File: config.mk
export PLATFORM = sky130hd
export DESIGN_NAME = cavlc_zigzag_scanner
export DESIGN_NICKNAME = d
export VERILOG_FILES = /design/src/rtl/cavlc_pkg.sv /design/src/rtl/cavlc_coeff_buf.sv /design/src/rtl/cavlc_zigzag_scanner.sv
export SDC_FILE = /design/constraint.sdc
export NUM_CORES = 1
export LEC_CHECK = 0
export CORE_MARGIN = 10
export CORE_UTILIZATION = 45
export DETAILED_ROUTE_END_ITERATION = 7
export GPL_ROUTABILITY_DRIVEN = 0
export SETUP_SLACK_MARGIN = 0.2
export SYNTH_ARGS = -nofsm -noshare
export SYNTH_HDL_FRONTEND = slang
export SYNTH_HIERARCHICAL = 1
export SYNTH_SLANG_ARGS = --single-unit
File: constraint.sdc
create_clock -name clk -period 3.15 [get_ports clk]
set_clock_uncertainty 0.1 [all_clocks]
set_input_delay 0.7875 -clock clk [delete_from_list [all_inputs] [get_ports clk]]
set_output_delay 0.7875 -clock clk [all_outputs]
set_load 0.01 [all_outputs]
File: src/rtl/cavlc_pkg.sv
// ---------------------------------------------------------------------------
// cavlc_pkg
// Shared definitions for the CAVLC zig-zag scanner slice:
//   COEFF_W_DEF  default coefficient width (two's complement)
//   BLK_COEFFS   coefficients per 4x4 residual block
//   ZZ           zig-zag position -> raster index lookup
//   zz_state_e   scanner FSM states
// ---------------------------------------------------------------------------
package cavlc_pkg;

  localparam int COEFF_W_DEF = 8;
  localparam int BLK_COEFFS  = 16;

  // ZZ[pos] is the raster index of the coefficient at zig-zag position pos.
  localparam logic [3:0] ZZ [BLK_COEFFS] = '{
    4'd0,  4'd1,  4'd4,  4'd8,
    4'd5,  4'd2,  4'd3,  4'd6,
    4'd9,  4'd12, 4'd13, 4'd10,
    4'd7,  4'd11, 4'd14, 4'd15
  };

  typedef enum logic [1:0] {
    LOAD = 2'd0,
    CLR  = 2'd1,
    SCAN = 2'd2,
    DONE = 2'd3
  } zz_state_e;

endpackage

File: src/rtl/cavlc_coeff_buf.sv
// ---------------------------------------------------------------------------
// cavlc_coeff_buf
// 16 x COEFF_W register file, one synchronous write port, one asynchronous
// read port. Contents are not reset; a block is always fully rewritten
// before it is read.
// Ports:
//   clk      clock
//   wr_en    write strobe
//   wr_addr  write address (raster index)
//   wr_data  write data
//   rd_addr  read address (raster index)
//   rd_data  read data, combinational from the stored word
// ---------------------------------------------------------------------------
module cavlc_coeff_buf
  import cavlc_pkg::*;
#(
  parameter int COEFF_W = COEFF_W_DEF
) (
  input  logic                      clk,
  input  logic                      wr_en,
  input  logic [3:0]                wr_addr,
  input  logic signed [COEFF_W-1:0] wr_data,
  input  logic [3:0]                rd_addr,
  output logic signed [COEFF_W-1:0] rd_data
);

  logic signed [COEFF_W-1:0] mem [BLK_COEFFS];

  always_ff @(posedge clk) begin
    if (wr_en) mem[wr_addr] <= wr_data;
  end

  assign rd_data = mem[rd_addr];

endmodule

File: src/rtl/cavlc_zigzag_scanner.sv
// ---------------------------------------------------------------------------
// cavlc_zigzag_scanner
// Upstream feeder for the CAVLC total-zeros counter. Accepts a 4x4 residual
// block as 16 raster-order coefficients over valid/ready, buffers it, then
// replays it as a contiguous 16-cycle burst in reverse zig-zag order
// (position 15 down to 0). A one-cycle cnt_rst precedes the burst so the
// downstream counter restarts per block, and blk_done marks the cycle in
// which the downstream count is valid.
//
// Build option:
//   CAVLC_ZZ_PINGPONG_EN  two buffers; the loader fills one while the other
//                         is scanned, and DONE goes straight to CLR when the
//                         alternate buffer already holds a full block.
//                         Undefined: single buffer, loading stalls while the
//                         block is scanned.
//
// Ports:
//   clk, rst    clock, synchronous active-high reset
//   in_valid    upstream coefficient valid
//   in_ready    scanner can accept a coefficient
//   in_coeff    coefficient, raster order
//   out_valid   high during the 16-cycle scan burst
//   out_coeff   coefficient in reverse zig-zag order, 0 outside the burst
//   out_idx     zig-zag position of out_coeff, 0 outside the burst
//   out_last    high with out_idx = 0
//   cnt_rst     one-cycle clear to the downstream counters
//   blk_done    one-cycle pulse, downstream count valid
//
// All outputs decode registered state and counters only; nothing in in_*
// reaches out_* combinationally.
// ---------------------------------------------------------------------------
module cavlc_zigzag_scanner
  import cavlc_pkg::*;
#(
  parameter int COEFF_W = COEFF_W_DEF
) (
  input  logic                      clk,
  input  logic                      rst,
  input  logic                      in_valid,
  output logic                      in_ready,
  input  logic signed [COEFF_W-1:0] in_coeff,
  output logic                      out_valid,
  output logic signed [COEFF_W-1:0] out_coeff,
  output logic [3:0]                out_idx,
  output logic                      out_last,
  output logic                      cnt_rst,
  output logic                      blk_done
);

  zz_state_e                 state;
  logic [3:0]                wr_ptr;
  logic [3:0]                rd_pos;
  logic                      wr_en;
  logic                      last_beat;
  logic                      scan_rdy;   // block for the next scan is complete
  logic                      alt_rdy;    // DONE may chain straight into CLR
  logic [3:0]                rd_addr;
  logic signed [COEFF_W-1:0] rd_data;

  assign wr_en     = in_valid && in_ready;
  assign last_beat = wr_en && (wr_ptr == 4'd15);
  assign rd_addr   = ZZ[rd_pos];

`ifdef CAVLC_ZZ_PINGPONG_EN
  // full[b]: buffer b holds a complete block not yet scanned.
  logic [1:0]                full;
  logic                      wr_sel;
  logic                      rd_sel;
  logic signed [COEFF_W-1:0] rd_data0;
  logic signed [COEFF_W-1:0] rd_data1;

  assign in_ready = ~full[wr_sel];

  // A block completing this cycle counts as ready so the CLR timing after
  // the 16th beat matches the single-buffer build.
  assign scan_rdy = full[rd_sel]  || (last_beat && (wr_sel == rd_sel));
  assign alt_rdy  = full[~rd_sel] || (last_beat && (wr_sel != rd_sel));

  cavlc_coeff_buf #(.COEFF_W(COEFF_W)) u_buf0 (
    .clk     (clk),
    .wr_en   (wr_en && (wr_sel == 1'b0)),
    .wr_addr (wr_ptr),
    .wr_data (in_coeff),
    .rd_addr (rd_addr),
    .rd_data (rd_data0)
  );

  cavlc_coeff_buf #(.COEFF_W(COEFF_W)) u_buf1 (
    .clk     (clk),
    .wr_en   (wr_en && (wr_sel == 1'b1)),
    .wr_addr (wr_ptr),
    .wr_data (in_coeff),
    .rd_addr (rd_addr),
    .rd_data (rd_data1)
  );

  assign rd_data = rd_sel ? rd_data1 : rd_data0;
`else
  assign in_ready = (state == LOAD);
  assign scan_rdy = last_beat;
  assign alt_rdy  = 1'b0;

  cavlc_coeff_buf #(.COEFF_W(COEFF_W)) u_buf (
    .clk     (clk),
    .wr_en   (wr_en),
    .wr_addr (wr_ptr),
    .wr_data (in_coeff),
    .rd_addr (rd_addr),
    .rd_data (rd_data)
  );
`endif

  // Scanner FSM, write pointer and buffer bookkeeping.
  always_ff @(posedge clk) begin
    if (rst) begin
      state  <= LOAD;
      wr_ptr <= 4'd0;
      rd_pos <= 4'd0;
`ifdef CAVLC_ZZ_PINGPONG_EN
      full   <= 2'b00;
      wr_sel <= 1'b0;
      rd_sel <= 1'b0;
`endif
    end else begin
      // 4-bit pointer wraps 15 -> 0 on the block-completing beat.
      if (wr_en) wr_ptr <= wr_ptr + 4'd1;

`ifdef CAVLC_ZZ_PINGPONG_EN
      // Fill and release never target the same buffer in one cycle: the
      // buffer being released is full, so the loader is not writing it.
      if (last_beat) begin
        full[wr_sel] <= 1'b1;
        wr_sel       <= ~wr_sel;
      end
      if (state == DONE) begin
        full[rd_sel] <= 1'b0;
        rd_sel       <= ~rd_sel;
      end
`endif

      case (state)
        LOAD: begin
          if (scan_rdy) state <= CLR;
        end
        CLR: begin
          state  <= SCAN;
          rd_pos <= 4'd15;
        end
        SCAN: begin
          if (rd_pos == 4'd0) state <= DONE;
          else                rd_pos <= rd_pos - 4'd1;
        end
        DONE: begin
          state <= alt_rdy ? CLR : LOAD;
        end
        default: state <= LOAD;
      endcase
    end
  end

  assign out_valid = (state == SCAN);
  assign out_idx   = out_valid ? rd_pos : 4'd0;
  assign out_coeff = out_valid ? rd_data : '0;
  assign out_last  = out_valid && (rd_pos == 4'd0);
  assign cnt_rst   = (state == CLR);
  assign blk_done  = (state == DONE);

endmodule

### Word-level counts from Yosys, hierarchy flattened

Memory sizes are Yosys's and may differ from the RTL's.
Cells that the tools add are included.

| storage, ports and cells | value |
|---|---|
| flip-flop bits (word level) | 10 |
| memory bits (writable) | 128 |
| memory bits (read-only) | 64 |
| input port bits | 11 |
| output and inout bits | 17 |
| word-level logic and storage cells | 35 |
| memories | 2 |

Memory list:

| name | depth | width | rd ports | clocked after memory_dff | write ports | line | text |
|---|---|---|---|---|---|---|---|
| u_buf.mem | 16 | 8 | 1 | 0 | 1 | cavlc_coeff_buf.sv:27 | `logic signed [COEFF_W-1:0] mem [BLK_COEFFS];` |
| (no name shown) | 16 | 4 | 1 | 0 | 0 | cavlc_zigzag_scanner.sv:62 | `assign rd_addr = ZZ[rd_pos];` |

| operators by class | value |
|---|---|
| add/sub/neg operators | 2 |
| $lt $le $gt $ge | 1 |
| equal/unequal tests | 7 |
| mux-type cells | 11 |
| bitwise logic cells | 1 |
| reduce and logical (&&, ||, !) cells | 8 |

Operators with widths:

| cell | count |
|---|---|
| 2-to-1 mux 4 bit | 4 |
| 2-to-1 mux 8 bit | 1 |
| case mux 2 bit (4 select lines) | 1 |
| case mux 4 bit (2 select lines) | 1 |
| >= comparator 5 bit, second input constant | 1 |
| NOT 4 -> 5 bit | 1 |
| adder 4 x 1 -> 4 bit, second input constant | 1 |
| equality test 2 bit, second input constant | 2 |
| equality test 4 bit, second input constant | 1 |
| zero test 4 bit | 1 |
| 2-to-1 mux 2 bit | 2 |
| != test 2 x 1 -> 1 bit, second input constant | 2 |
| AND reduction 2 bit | 2 |
| subtractor 4 x 1 -> 4 bit, second input constant | 1 |
| logical AND 1 bit | 3 |
| equality test 2 x 1 -> 1 bit, second input constant | 1 |
| zero test 2 bit | 1 |
| 2-to-1 mux 1 bit | 2 |
| != test 2 bit, second input constant | 1 |
| nonzero test 2 bit | 1 |

### Logic depth before layout (Yosys ltp)

An unclocked memory read counts as a cell.

| depth | value |
|---|---|
| depth in word-level cells | 6 |
| depth in mapped cells | 11 |

### Modules after synthesis

Netlist, hierarchy kept.

By module, submodules not included:

| module | times used | cells each | area an instance (um2) |
|---|---|---|---|
| cavlc_coeff_buf | 1 | 221 | 4,987.3 |
| cavlc_zigzag_scanner | 1 | 96 | 802.0 |

### Worst setup path before layout

OpenSTA, ideal clock, no wires.

| path | value |
|---|---|
| kind | flip-flop to output port |
| from | register rd_pos[0] |
| to | output out_coeff[1] |
| arrival time | 2,270 ps |
| slack | -7 ps |
| stages on the path, launching flop included | 12 |
| path buffers | 2 |
| path through | dfxtp_1 > inv_1 > ha_1 > nand3_1 > o31ai_1 > a21oi_1 > buf_6 > buf_6 > mux4_1 > a22oi_1 > nand2_1 > and2_1 |

| on the way | value |
|---|---|
| cells in the longest elaborated chain, start to end | 6 |

Ends and longest elaborated chain:

| item | line | text |
|---|---|---|
| start, declared | cavlc_zigzag_scanner.sv:52 | `logic [3:0] rd_pos;` |
| start signal, assigned | cavlc_zigzag_scanner.sv:151 | `else rd_pos <= rd_pos - 4'd1;` |
| NOT 4 -> 5 bit (implied by the code) | cavlc_zigzag_scanner.sv:62 |  |
| memory read (16 x 4 bit) | -- |  |
| 2-to-1 mux 4 bit (implied by the code) (2 in series) | cavlc_zigzag_scanner.sv:62 |  |
| net rd_addr[0] | cavlc_zigzag_scanner.sv:57 | `logic [3:0] rd_addr;` |
| memory read (16 x 8 bit) | -- |  |
| net rd_data[1] | cavlc_zigzag_scanner.sv:58 | `logic signed [COEFF_W-1:0] rd_data;` |
| 2-to-1 mux 8 bit | cavlc_zigzag_scanner.sv:163 | `assign out_coeff = out_valid ? rd_data : '0;` |
| end, declared | cavlc_zigzag_scanner.sv:43 | `output logic signed [COEFF_W-1:0] out_coeff,` |

The timed path passes the listed nets, and every way through them passes these cells. The select of a mux whose other input is x is not followed.

### Worst setup path after layout

| path | value |
|---|---|
| from | register rd_pos[0] |
| to | output out_coeff[5] |

Same word-level chain as after synthesis.

==> flow_summary.toml <==
[global_routing]
grt_pass1_vias = 3213
grt_overflow = 0
grt_use_total_pct = 14.1
antenna_found_initial = 0
grt_max_degree = 17
grt_pass1_wl_um = 18700

[worst_setup_path]
worstPathArrival_ns = 2.74
cp-start-kind = "flip-flop"
path_max_fanout = 7
crit_type = "reg2out"
r2r_cells = 7
crit_path_end_kind = "output pin"
crit_required_ns = 2.26

[cells_and_area]
diodes = 0
regArea_um2 = 4050
drive_gt1_share_pct = 41.0
nets = 429
layout_common_cells = "128 x edfxtp_1, 39 x buf_4, 32 x mux4_2"
fillCellCount = 973
syn_to_final_growth_pct = 29.8
fin_area_um2 = 7510
final_common_cell = "edfxtp_1"
multi_input_area_um2 = 1740

[timing]
rsz0062_at_grt = "yes"
max_freq_ghz = 0.276
drv_slew = 0
fin_setup_tns_ns = -3.51
slew_headroom_pct = 59.6
finalSetupViolations = 8
worst_slack_ns = -0.473
hold_viol = 0
fin_crit_sh_pct = 115
worst_slew_pin_slew_ns = 0.604
finalCriticalPeriod_ns = 3.62

[synthesis]
ys_top_cells_by_area = "edfxtp_1 66%, mux4_2 7.0%, mux4_1 6.4%"
synth-seq-cells = 138
synth_top_area_share_pct = 66.4
synth_nets = 342
ys_warn_count = 6
synth_area_leader_cell = "edfxtp_1"
yosysUniqueCellTypes = 37
avgSynthCellArea_um2 = 18.3
syn_area_um2 = 5790
synth-seq-area-share_pct = 69.9
synth_cells = 317

[floorplanning]
die_x_um = 133
die_area_um2 = 17800
die_y_um = 133
coreArea_um2 = 12600
start_util_pct = 45.9
num_rows = 41
io-pin-count = 28

[clock_network]
htreeDepth = 4
cts_tree = "built"
cts_buffer_depth = 2
clkTransAtPathRegs_ns = 0.06
clock_latency_ns = 0.42
root_buffer = "clkbuf_16"
cts-buffers-inserted = 17
cts_sinks = 138

[pwr]
max-vdd-ir-drop_uv = 336
p_seq_share_pct = 50.9
combinationalPowerShare_pct = 2.4
p_sw_share_pct = 19.6
pwr-share-clk_pct = 46.7
p_int_mw = 3.21
p_leak_nw = 2.57
power.switching_mw = 0.783
p_per_area_nw_per_um2 = 532

[place]
hpwl_um = 7510
portBuffers = 27
place_area_um2 = 6530

[routing]
post_drt_wl_per_cell_um = 20.2
firstDrtPassIters = 4
drt_iter0_drc = 252
drc_errors = 0
ant_nets = 0
drt-total-wl_um = 11900
routed_via_density = 5.28
dr_total_vias = 3108

[run_status]
status = "complete, but fails checks"
violations = "negative setup slack"

[min_path]
min_delay_path_depth = 2
hold_path.class = "reg2reg"

[flow_run]
maxCapViolations = 0
## kinds of logic (layout without fill, tap and decap cells)
group                    Yosys count  count (layout)  synth area share (%)
AO/OA/AOI/OAI                     32              32                  3.96
XOR/XNOR                           3               3                 0.454
adder cells (fa/ha/maj)           14              14                  3.03
buffers and inverters             23             123                  2.36
flip-flops                       138             138                  69.9
multiplexers                      35              35                  13.9
AND/OR/NAND/NOR                   72              72                  6.46
## power groups by stage
stage                     logic, mW  registers [mW]  clock network, mW
after CTS                    0.0971            2.03               1.90
after global placement       0.0901            2.07                  0
after floorplan              0.0371            2.07                  0
final                        0.0970            2.03               1.86
after global routing          0.106            2.04               1.99
after detailed placement     0.0927            2.07                  0
## per-stage QoR
stage	utilization [%]	hold slack, ns	std cells	power, mW	setup WS, ns
after floorplan	-	0.368	317	2.11	0.188
after global placement	51.7	0.387	539	2.16	-0.464
after detailed placement	51.7	0.415	539	2.17	-0.480
after CTS	58.4	0.432	582	4.03	-0.514
after global routing	59.5	0.469	589	4.13	-0.550
final	59.5	0.432	589	4.00	-0.473
## path summary, 6_finish.rpt
path	endpoint	from	slack, ns
setup / recovery	out_coeff[5]	rd_pos[0]	-0.47
setup reg to reg	u_buf/mem[0][7]	state[0]	0.84
hold reg to reg	state[1]	state[1]	0.43
hold / removal	state[1]	state[1]	0.43
## layout make-up
cell class              count  share of cell area, %
clock buffers              18                   5.71
clock inverters            14                   1.73
inverters                   9                  0.483
multi-input cells         156                   23.2
flip-flops and latches    138                   53.9
well taps                 172                   2.86
repair buffers             82                   12.1
## state kept, by name, indices dropped and copies added (netlist names)
register	count
state	2
rd_pos	4
wr_ptr	4
u_buf/mem	128
## per-layer routing
layer	up-vias	GRT usage, %	routed length (um)
met1	1566	17.3	4950
met3	13	4.36	787
met2	88	22.4	5980
met4	0	6.59	175
met5	-	0	0
li1	1441	-	-
## timing repair
| action | 4_1_cts | 5_1_grt |
|---|---|---|
| hold buffers | 0 | 0 |
| cloned | 4 | 0 |
| resized for setup | 69 | 20 |
| endpoints found under the setup margin | 8 | 9 |
| pin swaps | 16 | 23 |
| setup buffers | 7 | 7 |
## synthesized netlist by cell type (all sizes together)
cell type      count
nor4b              1
a22oi             17
nor2              19
nand2             14
buf                8
nand4              1
o221a              1
nand3b             2
a211oi             3
nand3              7
dfxtp             10
or3                1
mux2               1
mux2i              2
nor3               4
nor2b              3
inv                9
nand2b             2
edfxtp           128
clkbuf             3
a21oi              6
clkdlybuf4s25      3
o31ai              1
and2b              1
or3b               2
o21ai              2
and2              14
nor4bb             1
mux4              32
o311a              2
ha                14
xor2               3
## critical path, stage by stage, from the launching register on
cell     delay (ns)
dfxtp_4        0.37
inv_4          0.05
ha_4           0.14
nand3_2        0.08
o31ai_4        0.07
a21oi_4        0.13
buf_12         0.14
buf_12         0.13
buf_4          0.11
mux4_2         0.50
a22oi_2        0.19
nand2_2        0.10
and2_4         0.15
buf_6          0.11
Power figures use the tool's default switching activity.
==> variant 1: new RTL, config.mk and constraints unchanged <==
The option `CAVLC_ZZ_PINGPONG_EN` is turned on by a define.
--- a/src/rtl/cavlc_zigzag_scanner.sv
+++ b/src/rtl/cavlc_zigzag_scanner.sv
@@ -29,6 +29,8 @@
 // All outputs decode registered state and counters only; nothing in in_*
 // reaches out_* combinationally.
 // ---------------------------------------------------------------------------
+`define CAVLC_ZZ_PINGPONG_EN
+
 module cavlc_zigzag_scanner
   import cavlc_pkg::*;
 #(
Check against the original RTL: same outputs for any inputs over 10 cycles, from zero or initial values and one cycle with rst high; that may be too few to reach the edited logic, so the function may still have changed.
==> variant 1 against the original RTL <==
- the flow still finishes with violations (negative setup slack)
- fmax fell by 8.5%
- cell count is 80% higher
- global-route usage increased by 1.8 points
- total power grew 83%
- worst setup slack lost 0.34 ns
- final area up 82%
- area after synthesis increased by 92%
- wire length rose by 110%
- sequential cell count increased by 132
==> variant 1: results (changes against the original RTL) <==
stage,metric,value,unit,change
sta,Final WS setup,-0.810,ns,was -0.473 ns
worst_setup_path,Reg2Reg Setup Slack,0.60,ns,was 0.84 ns
detailed_routing,Routed WL,25.2,mm,was 11.9 mm
placed_design,Cells after DPL,985,,was 539
clock_tree,Clock Latency Late Sink,0.52,ns,was 0.42 ns
sta,final setup vio count,8,,unchanged
run_status,failing checks,negative setup slack,,unchanged
sta,TNS Setup,-6.13,ns,was -3.51 ns
worst_setup_path,critical path's largest stage delay,0.38,ns,was 0.50 ns
logic_synthesis,Yosys cell types,42,,was 37
grt,first-pass GRT wire length,37.8,mm,was 18.7 mm
grt,number of global-route vias before repair,5954,,"was 3,213"
power_and_ir_drop,"IR drop worst, VDD",0.000298,V,was 0.000336 V
hold_path,Hold Path Class,flop to flop,,unchanged
logic_synthesis,syn nets,601,,was 342
final_layout,final-stage net count,740,,was 429
grt,met3 Use GR,0.0350,,was 0.0436
placed_design,Placed Instance Area,12300,um^2,was 6530 um^2
worst_setup_path,Crit-path slowest cell,dfxtp_4,,was mux4_2
power_and_ir_drop,Leak,4.46,nW,was 2.57 nW
logic_synthesis,Mapped Cells,575,,was 317
grt,grt met2 use,0.246,,was 0.224
placed_design,post-DP HPWL,16.3,mm,was 7.51 mm
worst_setup_path,Register-to-Register Path Depth,6,,was 7
placed_design,pre-CTS WS,-0.820,ns,was -0.480 ns
worst_setup_path,Critical Path Fanout Max,6,,was 7
grt,GR Util met1,0.225,,was 0.173
worst_setup_path,RR Startpoint,wr_sel,,was state[0]
logic_synthesis,register area share after synthesis,0.716,,was 0.699
clock_tree,clock-pin slew on the worst setup and hold paths,0.06,ns,about the same
final_layout,fillers,1846,,was 973
run_status,status,"complete, but fails checks",,unchanged
sta,Least-Margin Pin Slew,0.614,ns,was 0.604 ns
worst_setup_path,Critical Path End,out_coeff[1],,was out_coeff[5]
final_layout,share of layout cells above drive strength 1,0.372,,was 0.410
detailed_routing,vias per inst,5.54,,was 5.28
detailed_routing,1st-pass router iterations,5,,was 4
clock_tree,Max Buffers Root-to-Sink,3,,was 2
detailed_routing,Met2 Routed Length,11.9,mm,was 5.98 mm
grt,largest net degree at the start of global routing,33,,was 17
detailed_routing,Via Count,5874,,"was 3,108"
detailed_routing,drt initial violations,535,,was 252
final_layout,leading registers by flop count,"u_buf0/mem: 128 flops, u_buf1/mem: 128 flops",,"was u_buf/mem: 128 flops, rd_pos: 4 flops, wr_ptr: 4 flops"
grt,GRT Total Usage,0.159,,was 0.141
clock_tree,H-tree Lvls,1,,was 4
detailed_routing,met1 WL,11.2,mm,was 4.95 mm
logic_synthesis,main area contributors after synthesis,"edfxtp_1 (69%), mux4_2 (7.3%), mux4_1 (6.6%)",,"was edfxtp_1 (66%), mux4_2 (7.0%), mux4_1 (6.4%)"
worst_setup_path,R2R Path End,u_buf1/mem[0][6],,was u_buf/mem[0][7]
detailed_routing,metal3 WL,1.63,mm,was 787 um
worst_setup_path,data arrival time of the worst path,3.07,ns,was 2.74 ns
-- variant 1: cell type report --
cell class | count | area, um^2 | area share
Timing Repair Buffer | 136 | 1340 | 0.0977
Clock buffer | 34 | 723 | 0.0528
Tap cell | 324 | 405 | 0.0296
Clock inverter | 18 | 174 | 0.0127
Sequential cell | 270 | 7980 | 0.583
Inverter | 8 | 40.0 | 0.00292
Multi-Input combinational cell | 270 | 3030 | 0.222
-- variant 1: cell families (layout without fill, tap and decap cells) --
kind of cell | Yosys count | in the layout | share of synthesized area
AOI/OAI and AO/OA | 53 | 53 | 0.0340
xor gates and xnor gates | 8 | 8 | 0.00630
adders and majority gates | 15 | 15 | 0.0169
buffers and inverters | 35 | 196 | 0.0228
DFF | 270 | 270 | 0.716
muxes | 77 | 77 | 0.152
and+or+nand+nor | 117 | 117 | 0.0517
-- variant 1: timing repair --
item                                    in CTS  in global routing
cloned                                       3                  1
gates resized for setup                     82                 15
endpoints found under the setup margin      14                  9
pin swaps                                   18                 11
setup buffers                               10                  9
-- variant 1: where the power goes --
| group | internal [mW] | switching, mW | total [mW] |
|---|---|---|---|
| combinational | 0.0529 | 0.115 | 0.168 |
| clock | 1.88 | 1.31 | 3.19 |
| sequential | 3.95 | 0.00542 | 3.95 |
| total | 5.88 | 1.43 | 7.31 |
-- variant 1: worst min-delay path by stage --
stage                     startpoint        end  slack (ns)  depth (start not counted)
after floorplan            rd_pos[0]  rd_pos[0]        0.38                          1
after global placement      state[1]   state[1]        0.47                          2
final                        full[0]    full[0]        0.49                          2
after detailed placement     full[0]    full[0]        0.48                          2
after global routing         full[1]    full[1]        0.54                          2
after CTS                    full[0]    full[0]        0.49                          2
==> variant 2: new RTL, same flow settings <==
Without the edit above. The 4 states of `zz_state_e` get a one-hot encoding in 4 bits.
--- a/src/rtl/cavlc_pkg.sv
+++ b/src/rtl/cavlc_pkg.sv
@@ -19,11 +19,11 @@
     4'd7,  4'd11, 4'd14, 4'd15
   };
 
-  typedef enum logic [1:0] {
-    LOAD = 2'd0,
-    CLR  = 2'd1,
-    SCAN = 2'd2,
-    DONE = 2'd3
+  typedef enum logic [3:0] {
+    LOAD = 4'b0001,
+    CLR  = 4'b0010,
+    SCAN = 4'b0100,
+    DONE = 4'b1000
   } zz_state_e;
 
 endpackage
Formal check against the unedited RTL: no difference found for any inputs over 10 cycles, from zero or initial values and one cycle with rst high; not proved beyond that.
==> variant 2 against the original RTL <==
- the flow still finishes with violations (negative setup slack)
- area after synthesis rose by 0.58%
- worst setup slack got worse by 0.079 ns
- sequential cell count rose by 2
- final area rose by 3.8%
- critical endpoint is now out_coeff[6]
- wire length rose by 8.5%
- hold slack improved by 0.038 ns
- critical path type unchanged
- via count rose by 4.8%
- total power rose by 6.8%
- clock power rose by 14%
==> variant 2: results (changes against the original RTL) <==
stage,metric,value,unit,change
run_status,status,"complete, but fails checks",,unchanged
run_status,failing checks,negative setup slack,,unchanged
final_layout,Inserted Diodes,0,,unchanged
logic_synthesis,warnings from Yosys,6,,unchanged
clock_tree,Num CTS Buffers,17,,unchanged
final_layout,final-stage net count,442,,was 429
grt,initial antenna violation count,0,,unchanged
logic_synthesis,main area contributors after synthesis,"edfxtp_1 (66%), mux4_2 (7.0%), mux4_1 (6.3%)",,"was edfxtp_1 (66%), mux4_2 (7.0%), mux4_1 (6.4%)"
sta,final setup vio count,8,,unchanged
final_layout,most flop-heavy register,u_buf/mem,,unchanged
grt,first-pass GRT wire length,20.7,mm,was 18.7 mm
detailed_routing,Avg WL per Cell,21.3,um,was 20.2 um
grt,largest net degree at the start of global routing,17,,unchanged
logic_synthesis,Avg Synthesized Cell Area,18.1,um^2,was 18.3 um^2
final_layout,flip-flop count of the largest register after layout,128,,unchanged
clock_tree,Clock Latency Late Sink,0.41,ns,
hold_path,Hold Path Class,flop to flop,,unchanged
final_layout,"Cell Count, Final, Fillers Out",606,,was 589
detailed_routing,drt initial violations,227,,was 252
logic_synthesis,ys async rst share,0,,unchanged
grt,gr ovfl total,0,,unchanged
logic_synthesis,Yosys cell types,39,,was 37
grt,GRT Total Usage,0.153,,was 0.141
clock_tree,Root Buffer,clkbuf_16,,unchanged
final_layout,share of layout cells above drive strength 1,0.433,,was 0.410
power_and_ir_drop,Leak,2.67,nW,was 2.57 nW
detailed_routing,1st-pass router iterations,4,,unchanged
clock_tree,Max Buffers Root-to-Sink,2,,unchanged
clock_tree,H-tree Lvls,4,,unchanged
worst_setup_path,Crit-path slowest cell,mux4_2,,unchanged
worst_setup_path,Critical Path Fanout Max,7,,unchanged
sta,Rel. slew slack,0.594,,was 0.596
detailed_routing,Via Count,3256,,"was 3,108"
placed_design,I/O Buffers,27,,unchanged
grt,number of global-route vias before repair,3452,,"was 3,213"
power_and_ir_drop,"IR drop worst, VDD",0.000571,V,was 0.000336 V
logic_synthesis,top_reg_cell synth,edfxtp_1,,unchanged
placed_design,Cells after DPL,549,,was 539
logic_synthesis,"EDFF count, synth",128,,unchanged
sta,Final WS setup,-0.552,ns,was -0.473 ns
logic_synthesis,register area share after synthesis,0.701,,was 0.699
placed_design,post-DP HPWL,8.13,mm,was 7.51 mm
clock_tree,clock-pin slew on the worst setup and hold paths,0.06,ns,about the same
logic_synthesis,synth cell count leaders,"edfxtp_1 (128), nor2_1 (24), mux4_2 (18), a22oi_1 (16), mux4_1 (14)",,"was edfxtp_1 (128), nor2_1 (19), mux4_2 (18), a22oi_1 (17)"
logic_synthesis,syn nets,343,,was 342
worst_setup_path,critical path's largest stage delay,0.42,ns,was 0.50 ns
-- variant 2: cell count changes after synthesis, sizes merged, moves of 3 or more --
cell / change
a311oi: +3
a211oi: +4
nor3: +4
nand3: -3
nor2: +5
and2: -4
nand2: -4
ha: -4
-- variant 2: logic make-up after synthesis --
logic type                 synth area share
AOI/OAI and AO/OA                    0.0481
and+or+nand+nor                      0.0649
adders and majority gates            0.0215
buffers and inverters                0.0260
DFF                                   0.701
muxes                                 0.137
xor gates and xnor gates            0.00150
-- variant 2: per-layer routing --
metal  global-route usage  up-vias  share of wire
li1                     -     1501              -
met1                0.197     1679           0.44
met2                0.249       60           0.51
met3               0.0357       16          0.039
met4               0.0520        0          0.013
met5                    0        -              0
-- variant 2: repair_timing --
action / CTS / global route
setup endpoints to repair: 15 / 13
gates cloned: 5 / 0
pin swaps: 20 / 13
setup buffers: 16 / 4
resized for setup: 94 / 13
-- variant 2: critical path: cells and delay by family, from the launching register on --
kind | cells | cell delay (ns)
adder cells (fa/ha/maj) | 1 | 0.15
flip-flops | 1 | 0.37
AO/OA/AOI/OAI | 3 | 0.49
AND/OR/NAND/NOR | 2 | 0.21
buffers and inverters | 6 | 0.76
multiplexers | 1 | 0.42
-- variant 2: final timing paths --
path	startpoint	endpoint	slack [ns]	cells after the start
setup reg to reg	state[3]	u_buf/mem[0][3]	0.80	5
setup / recovery	rd_pos[0]	out_coeff[6]	-0.55	13
hold / removal	wr_ptr[3]	state[1]	0.47	2
hold reg to reg	wr_ptr[3]	state[1]	0.47	2
-- variant 2: power by group --
part / internal (mW) / switching (mW)
clock network: 1.35 / 0.777
logic: 0.0359 / 0.0538
registers: 2.05 / 0.00912
total: 3.43 / 0.840
-- variant 2: final cells by class --
cell class	instances	area [um^2]
well taps	172	215
inverters	8	42.5
clock buffers	18	429
fillers	921	4870
clock inverters	14	209
repair buffers	97	1050
flip-flops and latches	140	4090
multi-input cells	157	1760
-- variant 2: metrics by stage --
step           hold slack (ns)  setup TNS (ns)  setup WS (ns)  total power, mW  cell area (um^2)
6_report                 0.470           -3.91         -0.552             4.27              7800
3_3_place_gp             0.449           -3.84         -0.527             2.17              6610
2_1_floorplan            0.375               0          0.184             2.12              5840
3_5_place_dp             0.449           -3.99         -0.533             2.18              6610
4_1_cts                  0.466           -4.21         -0.594             4.30              7700
5_1_grt                  0.505           -4.95         -0.672             4.42              7800
